### config.mk
export PLATFORM = sky130hd
export DESIGN_NAME = mcu_route_seq
export DESIGN_NICKNAME = d
export VERILOG_FILES = /design/src/rtl/mcu_route_pkg.sv /design/src/rtl/mcu_window_rot.sv /design/src/rtl/mcu_route_seq.sv
export SDC_FILE = /design/constraint.sdc
export NUM_CORES = 1
export LEC_CHECK = 0
export ABC_AREA = 1
export BUFFER_PORTS_ARGS = -buffer_cell sky130_fd_sc_hd__buf_4
export CAP_MARGIN = 5
export CORE_MARGIN = 2
export CORE_UTILIZATION = 27
export CTS_CLUSTER_SIZE = 40
export DETAILED_ROUTE_END_ITERATION = 7
export PLACE_DENSITY = 0.61
export SLEW_MARGIN = 10
export SYNTH_ARGS = -nofsm -noshare
export SYNTH_HDL_FRONTEND = slang
export SYNTH_SLANG_ARGS = --single-unit
### constraint.sdc
create_clock -name i_clock -period 2.4 [get_ports i_clock]
set_clock_uncertainty 0.15 [all_clocks]
set_input_delay 0.12 -clock i_clock [delete_from_list [all_inputs] [get_ports i_clock]]
set_output_delay 0.12 -clock i_clock [all_outputs]
set_load 0.01 [all_outputs]
### src/rtl/mcu_route_pkg.sv
// Shared mode encodings and index helpers for the MCU memory/convolver router.
package mcu_route_pkg;

  typedef enum logic [1:0] {
    MODE_LOAD = 2'd0,
    MODE_PROC = 2'd1,
    MODE_OUT  = 2'd2,
    MODE_IDLE = 2'd3
  } mode_e;

  // (a+b) mod nmem; both operands are always below nmem, so one conditional subtract suffices
  function automatic int wrap_add(input int a, input int b, input int nmem);
    int sum;
    sum = a + b;
    return (sum >= nmem) ? sum - nmem : sum;
  endfunction

endpackage

### src/rtl/mcu_window_rot.sv
// Rotates the NMEM memory lanes by the base offset and cuts out N overlapping three-row windows.
module mcu_window_rot
  import mcu_route_pkg::*;
#(
  parameter  int N    = 2,
  parameter  int B    = 11,
  localparam int NMEM = N + 2,
  localparam int IW   = $clog2(NMEM)
) (
  input  logic [IW-1:0]             base,
  input  logic [NMEM-1:0][B-1:0]    lanes,
  output logic [N-1:0][2:0][B-1:0]  win
);

  for (genvar k = 0; k < N; k++) begin : g_conv
    for (genvar j = 0; j < 3; j++) begin : g_tap
      logic [IW-1:0] idx;
      assign idx        = IW'(wrap_add(k + j, int'(base), NMEM));
      assign win[k][j]  = lanes[idx];
    end
  end

endmodule

### src/rtl/mcu_route_seq.sv
// Registered router between the N+2 row memories and N convolvers: load, rotating-window passes, readout.
// Define MCU_ROUTE_OUTREG_EN to add a second register stage on the window and readout outputs.
module mcu_route_seq
  import mcu_route_pkg::*;
#(
  parameter  int N           = 2,
  parameter  int BITS_IMAGEN = 11,
  parameter  int BITS_DATA   = BITS_IMAGEN,
  localparam int NMEM        = N + 2,
  localparam int NSUB        = N / 2 + 1,
  localparam int SW          = $clog2(NSUB)
) (
  input  logic                           i_clock,
  input  logic                           i_reset,
  input  logic [1:0]                     i_mode,
  input  logic [BITS_DATA-1:0]           i_Data,
  input  logic                           i_dataValid,
  input  logic                           i_readReq,
  input  logic [NMEM*BITS_IMAGEN-1:0]    i_MemData,
  input  logic                           i_memValid,
  input  logic [N*BITS_IMAGEN-1:0]       i_DataConv,
  input  logic                           i_convValid,
  input  logic                           i_passDone,
  output logic [3*N*BITS_IMAGEN-1:0]     o_DataConv,
  output logic                           o_winValid,
  output logic [NMEM*BITS_IMAGEN-1:0]    o_MemData,
  output logic [NMEM-1:0]                o_MemWe,
  output logic [BITS_DATA-1:0]           o_Data,
  output logic                           o_outValid,
  output logic [SW-1:0]                  o_substate
);

  localparam int B  = BITS_IMAGEN;
  localparam int IW = $clog2(NMEM);
`ifdef MCU_ROUTE_OUTREG_EN
  localparam int STAGES = 2;
`else
  localparam int STAGES = 1;
`endif

  mode_e                     mode, prev_mode;
  logic                      load_entry, out_entry;
  logic                      do_load, do_wb, do_win, do_rd, do_pass;
  logic [IW-1:0]             lp, rp, lp_cur, rp_cur, base;
  logic [SW-1:0]             s, s_cur, s_nxt;
  logic [NMEM-1:0][B-1:0]    mem_lanes, md_d;
  logic [N-1:0][B-1:0]       conv_lanes;
  logic [NMEM-1:0]           we_d;
  logic [N-1:0][2:0][B-1:0]  win;
  logic [3*N*B-1:0]          win_d;
  logic [BITS_DATA-1:0]      rd_d;

  logic [STAGES:1]                 win_vld_pipe, rd_vld_pipe;
  logic [STAGES:1][3*N*B-1:0]      win_pipe;
  logic [STAGES:1][BITS_DATA-1:0]  rd_pipe;

  assign mode       = mode_e'(i_mode);
  assign mem_lanes  = i_MemData;
  assign conv_lanes = i_DataConv;

  // Mode entry resets the pointers in the same cycle, so the first item lands on lane 0
  assign load_entry = (mode == MODE_LOAD) && (prev_mode != MODE_LOAD);
  assign out_entry  = (mode == MODE_OUT)  && (prev_mode != MODE_OUT);
  assign lp_cur     = load_entry ? '0 : lp;
  assign rp_cur     = out_entry  ? '0 : rp;
  assign s_cur      = load_entry ? '0 : s;
  assign s_nxt      = (s == SW'(NSUB - 1)) ? '0 : s + SW'(1);

  assign do_load = (mode == MODE_LOAD) && i_dataValid;
  assign do_wb   = (mode == MODE_PROC) && i_convValid;
  assign do_win  = (mode == MODE_PROC) && i_memValid;
  assign do_pass = (mode == MODE_PROC) && i_passDone;
  assign do_rd   = (mode == MODE_OUT)  && i_readReq;

  // Base offset (N*s) mod NMEM as a constant table indexed by s
  always_comb begin
    base = '0;
    for (int i = 0; i < NSUB; i++)
      if (s == SW'(i)) base = IW'((N * i) % NMEM);
  end

  mcu_window_rot #(.N(N), .B(B)) u_rot (
    .base  (base),
    .lanes (mem_lanes),
    .win   (win)
  );

  always_comb begin
    we_d = '0;
    md_d = '0;
    if (do_load) begin
      we_d[lp_cur] = 1'b1;
      md_d[lp_cur] = i_Data;
    end else if (do_wb) begin
      for (int k = 0; k < N; k++) begin
        we_d[IW'(wrap_add(int'(base), k, NMEM))] = 1'b1;
        md_d[IW'(wrap_add(int'(base), k, NMEM))] = conv_lanes[k];
      end
    end
  end

  assign win_d = do_win ? win : '0;
  assign rd_d  = do_rd ? mem_lanes[rp_cur] : '0;

  always_ff @(posedge i_clock) begin
    if (i_reset) begin
      prev_mode <= MODE_IDLE;
      lp        <= '0;
      rp        <= '0;
      s         <= '0;
      o_MemWe   <= '0;
      o_MemData <= '0;
    end else begin
      prev_mode <= mode;
      lp        <= do_load ? IW'(wrap_add(int'(lp_cur), 1, NMEM)) : lp_cur;
      rp        <= do_rd   ? IW'(wrap_add(int'(rp_cur), 1, NMEM)) : rp_cur;
      s         <= do_pass ? s_nxt : s_cur;
      o_MemWe   <= we_d;
      o_MemData <= md_d;
    end
  end

  // Window/readout path: stage 1 always, stage 2 only with the extra output register
  always_ff @(posedge i_clock) begin
    if (i_reset) begin
      win_vld_pipe <= '0;
      win_pipe     <= '0;
      rd_vld_pipe  <= '0;
      rd_pipe      <= '0;
    end else begin
      win_vld_pipe[1] <= do_win;
      win_pipe[1]     <= win_d;
      rd_vld_pipe[1]  <= do_rd;
      rd_pipe[1]      <= rd_d;
      for (int i = 2; i <= STAGES; i++) begin
        win_vld_pipe[i] <= win_vld_pipe[i-1];
        win_pipe[i]     <= win_pipe[i-1];
        rd_vld_pipe[i]  <= rd_vld_pipe[i-1];
        rd_pipe[i]      <= rd_pipe[i-1];
      end
    end
  end

  assign o_winValid = win_vld_pipe[STAGES];
  assign o_DataConv = win_pipe[STAGES];
  assign o_outValid = rd_vld_pipe[STAGES];
  assign o_Data     = rd_pipe[STAGES];
  assign o_substate = s;

endmodule
-- Word-level counts from Yosys, hierarchy flattened
Index checks and enable logic that the tools add are counted.
- register bits: 134
- output and inout port bits: 128
- logic and storage cells: 103
- add/sub/neg operators: 12
- magnitude comparators: 17
- equality and inequality tests: 3
- mux-type cells: 41
- bitwise gates (word level): 5
- reduce and logical (&&, ||, !) cells: 15
- operator list (kind ; number):
    binary-select mux 11 bit (select 2 bit) ; 5
    bitwise AND 44 bit ; 2
    2-to-1 mux 11 bit ; 8
    2-to-1 mux 44 bit ; 2
    demux 11 bit (select 2 bit) ; 3
    bitwise mux 44 bit ; 1
    2-to-1 mux 2 bit ; 11
    < comparator 2 x 3 -> 1 bit, second input constant ; 6
    >= comparator 3 bit, second input constant ; 5
    subtractor 2 x 1 -> 2 bit, second input constant ; 6
    logical AND 1 bit ; 10
    < comparator 2 x 4 -> 1 bit, second input constant ; 2
    2-to-1 mux 4 bit ; 2
    adder 2 x 1 -> 3 bit, second input constant ; 2
    adder 2 x 2 -> 3 bit, first input constant ; 2
    demux 1 bit (select 2 bit) ; 3
    >= comparator 2 x 1 -> 1 bit, second input constant ; 3
    2-to-1 mux 1 bit ; 6
    OR 4 bit ; 1
    nonzero test 2 bit ; 2
    OR reduction 2 bit ; 2
    adder 1 x 2 -> 3 bit, first input constant ; 1
    >= comparator 2 x 3 -> 1 bit, second input constant ; 1
    == test 2 x 1 -> 1 bit, second input constant ; 1
    5 further kinds ; 6

-- Longest topological paths before layout
- depth after elaboration: 11
- mapped depth: 8
- depth with buffers taken out: 7

-- By module
From an unflattened synthesis, not the netlist that was laid out.
- cells, all modules: 909
- area, all modules: 6120.9 sq um
- modules (own cells, without submodules) (module ; times used ; cells each ; area an instance (sq um) ; seq. area each (sq um)):
    mcu_route_seq ; 1 ; 575 ; 4613.2 ; 2682.6
    mcu_window_rot ; 1 ; 334 ; 1507.7 ; 0.0

-- Worst setup path before layout
OpenSTA, ideal clock, no wires.
- kind: register to register
- start point: register prev_mode[0]
- end point: register o_MemData[18]
- setup time: 87 ps
- data arrival time: 1493 ps
- required time: 2163 ps
- setup slack: 670 ps
- stages on the path, launching flop included: 8
- buffers on the path: 1
- path through: dfxtp_1 o21ai_0 nand2_1 inv_1 ha_1 buf_1 nand2_1 o31ai_1
- longest elaborated chain between the ends: 9
- elaborated cells on any way between the ends: 10
- those cells by class: order compare: 2; mux: 4; bitwise: 1; reduce/logical: 3
- ends and longest elaborated chain (what ; RTL line ; RTL):
    start: declaration ; mcu_route_seq.sv:41 ; mode_e mode, prev_mode;
    start signal: assignment ; mcu_route_seq.sv:114 ; prev_mode <= mode;
    nonzero test 2 bit * ; mcu_route_seq.sv:62 ; assign load_entry = (mode == MODE_LOAD) && (prev_mode != MODE_LOAD);
    logical AND 1 bit * ; mcu_route_seq.sv:62 ;
    2-to-1 mux 2 bit * ; mcu_route_seq.sv:64 ; assign lp_cur = load_entry ? '0 : lp;
    < comparator 2 x 3 -> 1 bit (not written as such) / >= comparator 2 x 1 -> 1 bit (equally long branches) ; mcu_route_seq.sv:93 ; md_d[lp_cur] = i_Data;
    logical AND 1 bit (not written as such) ; mcu_route_seq.sv:93 ;
    2-to-1 mux 11 bit (not written as such) ; mcu_route_seq.sv:93 ;
    demux 11 bit (select 2 bit) * ; mcu_route_seq.sv:93 ;
    bitwise AND 44 bit (no line) * ; n/a ;
    2-to-1 mux 44 bit * ; mcu_route_seq.sv:91 ; if (do_load) begin
    end signal: assignment ; mcu_route_seq.sv:119 ; o_MemData <= md_d;
    end: declaration ; mcu_route_seq.sv:26 ; output logic [NMEM*BITS_IMAGEN-1:0] o_MemData,
Mark *: on every way between the ends. The rest lies on a longest branch, timed or not.
A chain may end at the register's enable or synchronous reset.

-- Worst setup path after layout
- start point: register s, in the netlist o_substate
- end point: register win_pipe, in the netlist o_DataConv[6]
- longest elaborated chain between the ends: 5
- elaborated cells on any way between the ends: 6
- those cells by class: add/sub: 1; order compare: 1; mux: 4
- ends and longest elaborated chain (what ; RTL line ; RTL):
    start: declaration ; mcu_route_seq.sv:45 ; logic [SW-1:0] s, s_cur, s_nxt;
    start signal: assignment ; mcu_route_seq.sv:117 ; s <= do_pass ? s_nxt : s_cur;
    2-to-1 mux 2 bit * ; mcu_route_seq.sv:79 ; if (s == SW'(i)) base = IW'((N * i) % NMEM);
    >= comparator 2 x 3 -> 1 bit / subtractor 2 x 1 -> 2 bit (equally long branches) ; mcu_route_pkg.sv:15 ; return (sum >= nmem) ? sum - nmem : sum;
    2-to-1 mux 2 bit * ; mcu_route_pkg.sv:15 ;
    binary-select mux 11 bit (select 2 bit) * ; mcu_window_rot.sv:19 ; assign win[k][j] = lanes[idx];
    2-to-1 mux 11 bit (not written as such) * ; mcu_window_rot.sv:19 ;
    end signal: indexed assignment ; mcu_route_seq.sv:137 ; win_pipe[i] <= win_pipe[i-1];
    end: declaration ; mcu_route_seq.sv:54 ; logic [STAGES:1][3*N*B-1:0] win_pipe;
Mark *: on every way between the ends. The rest lies on a longest branch, timed or not. The select of a mux whose other input is x is not followed.

==> metrics.md <==
| Metric | Value |
|---|---|
| Die height | roughly 130 um |
| Multi-input logic area | 1614 sq um |
| Remaining DRCs | 0 |
| Synth top area share | 0.5052 |
| Post-DP Area | 5986 sq um |
| ANT cells | 0 |
| Reg area | 2243 sq um |
| IO Pins | 214 |
| Post-synth EDFFs | 0 |
| Max_cap viols | 0 |
| Startpoint types | register |
| Hold EP | o_DataConv[43] |
| Port-buffer cells | 213 |
| Filler Cell Count | approximately 1,600 |
| CTS sink cnt | 112 |
| RSZ-0062 raised after global routing | false |
| Number of iterations in the first detailed-routing pass | 4 |
| # rows | 46 |
| Post-synthesis cell type count | 21 |
| Routed WL | 14,940 um |
| Crit share post-route | 0.9076 |
| Initial core utilization | 0.2774 |
| CP Max Fanout | 31 |
| Asr flop ratio synth | 0 |
| Flops & latches, synth | roughly 110 |
| RR Startpoint | o_substate |
| First-pass GRT wire length | about 24,000 um |
| Clock latency on the worst-skew pair | around 0.35 ns |
| Rel. slew slack | 0.6043 |
| Critical path class | register to register |
| Starting DRC count in detailed routing | about 220 |
| Status | complete, no violations |
| Minimum clock period | ~2.2 ns |
| Core Util, Final | 0.4551 |
| Initial antenna violation count | 0 |
| Setup violators final | 0 |
| Hold Path Origin | i_MemData[43] |
| Gr usage total | 0.1700 |
| CTS buffer count | 9 |
| Worst Hold Path Cells | 3 |
| Die area | between 15,000 and 20,000 sq um |
| Synthesized area per cell | roughly 7.7 sq um |
| Peak supply drop | between 0.0003 and 0.0004 V |
| Vias in the first global route | around 4,800 |
| Final nets | ~950 |
| WP data required | about 2.5 ns |
| Commonest non-fill, non-tap cell in the layout | buf_4 |
| Largest cells by area after synthesis | dfxtp_1 (51%), nor2_1 (9.3%), a21oi_1 (8.8%), nand2_1 (7.8%), nand3_1 (5.1%) |
| Post-DP HPWL | around 11,000 um |
| Yosys warnings | 0 |
| Synth Cell Area | between 4000 and 5000 sq um |
| Mapped Cells | between 500 and 600 |
| Dpl ws | roughly 0.45 ns |
| Yosys top cell by area | dfxtp_1 |
| Pin count of the biggest net entering global routing | 32 |
| CTS clk-pin slew, worst paths | 0.08 ns |
| PD cells | between 500 and 600 nW/um^2 |
| Min-Delay Path Class | input port to register |
| CTS tree | built |
| Layout cells sized above 1 | 0.2937 |
| R2R Path End | o_DataConv[6] |
| DR WL/cell | roughly 14 um |
| Vias post-DR | approximately 4,600 |
| FMAX | 459.1 MHz |
| Placed insts | between 900 and 1,000 |
| Via density | 4.327 |
| Worst setup EP type | register |
| Final setup margin | 0.2217 ns |
| Main synth FF type | dfxtp_1 |
| Final Instance Count excl. Fillers | between 1,000 and 1,500 |
| Most frequent cells in the layout | buf_4 (219), dfxtp_1 (111), nor2_1 (110), dlygate4sd3_1 (99), nand2_1 (92) |
| Reg2reg setup slack | roughly 0.22 ns |
| Setup bufs post-CTS | 0 |
| Leak | between 0.003 and 0.004 uW |
| Setup_tns | 0 ns |
| GPL Wtd Cong | about 0.8 |
| Worst Path Arrival | between 2 and 2.5 ns |
| Design Area, Final | 7282 sq um |
| Worst r2r path cells | 5 |
| Gr ovfl total | 0 |
| Fin. Hold Viols | 0 |
| H-tree depth | 3 |
| Antenna-violating nets left | 0 |
| Root Driver | clkbuf_16 |
| Die Wd | roughly 130 um |
| Mapped Nets | 670 |
| Area Overhead vs Synth | 64.08% |
| Slew @ Worst Pin | ~0.6 ns |
| Core area | roughly 16,000 sq um |
| Final-report max-slew violation count | 0 |
| Sequential element share of the synthesized area | 0.5052 |
| Clock buffer depth | 2 |
-- synth_stat cells, types with 4 or more instances --
cell type  number
nand2_1        92
dfxtp_1       112
ha_1            6
buf_4          23
nor2_1        110
buf_6           9
buf_2           9
nand3_1        45
nand2_2         4
a21oi_1        78
nor2_2          6
inv_1          57
clkbuf_1       11
o31ai_1         4
-- final cells by class --
type                            count  area share
Clock inverter                      7    0.009966
Clock buffer                        9     0.03093
Tap cell                          216     0.03711
Sequential cell                   112      0.3081
Inverter                           59     0.03041
Timing Repair Buffer              318      0.3619
Multi-Input combinational cell    353      0.2216
-- worst max-delay path, cell delays in order, from the launching register on --
cell and delay (ns):
dfxtp_2 0.72, buf_4 0.36, nor2_1 0.10, a21oi_1 0.12, dlygate4sd3_1 0.56, nor2_1 0.04
-- power by group --
part,internal (uW),total [uW],switching [uW]
logic,305,568,262
clock network,741,1510,770
registers,1890,1910,22.1
total,2940,3990,1050
-- kinds of logic (layout without fill, tap and decap cells) --
logic type               Yosys count  after routing  synth area share
adder cells (fa/ha/maj)            6              6           0.01692
AND/OR/NAND/NOR                  262            262            0.2470
AO/OA/AOI/OAI                     85             85           0.09811
flip-flops                       112            112            0.5052
buffers and inverters            113            393            0.1328
-- timing repair --
action / 4_1_cts / 5_1_grt
endpoints found under the setup margin: 0 / 6
endpoints found under the hold margin: 96 / 0
hold buffers: 99 / 0
resized for setup: 0 / 1
-- flip-flops by register name (all words and copies together) (netlist names) --
signal      flops
o_Data         11
o_substate      1
o_MemWe         4
o_outValid      1
o_winValid      1
o_MemData      44
lp              2
o_DataConv     44
rp              2
prev_mode       2
-- worst max-delay path by stage --
stage / from / to / cells past startpoint
floorplan: prev_mode[0] / o_MemData[18] / 7
finish: o_substate / o_DataConv[6] / 5
detailed placement: prev_mode[0] / o_MemData[20] / 6
CTS: i_mode[1] / o_DataConv[65] / 7
global route: o_substate / o_DataConv[6] / 5
global placement: prev_mode[0] / o_MemData[20] / 6
-- routing by layer --
metal,up-vias,global-route usage,share of wire
met5,-,0,0
met4,0,0.04361,0.012
met3,18,0.06728,0.091
met2,184,0.3090,0.50
met1,2119,0.1842,0.40
li1,2326,-,-
-- metrics by stage --
stage / total power [uW] / hold WS [ns]
3_5_place_dp: 2388 / 0.2000
4_1_cts: 4033 / 0.01580
3_3_place_gp: 2382 / 0.1954
5_1_grt: 4181 / 0.02563
6_report: 3992 / 0.01707
2_1_floorplan: 2164 / 0.04323
Power figures use the tool's default switching activity.
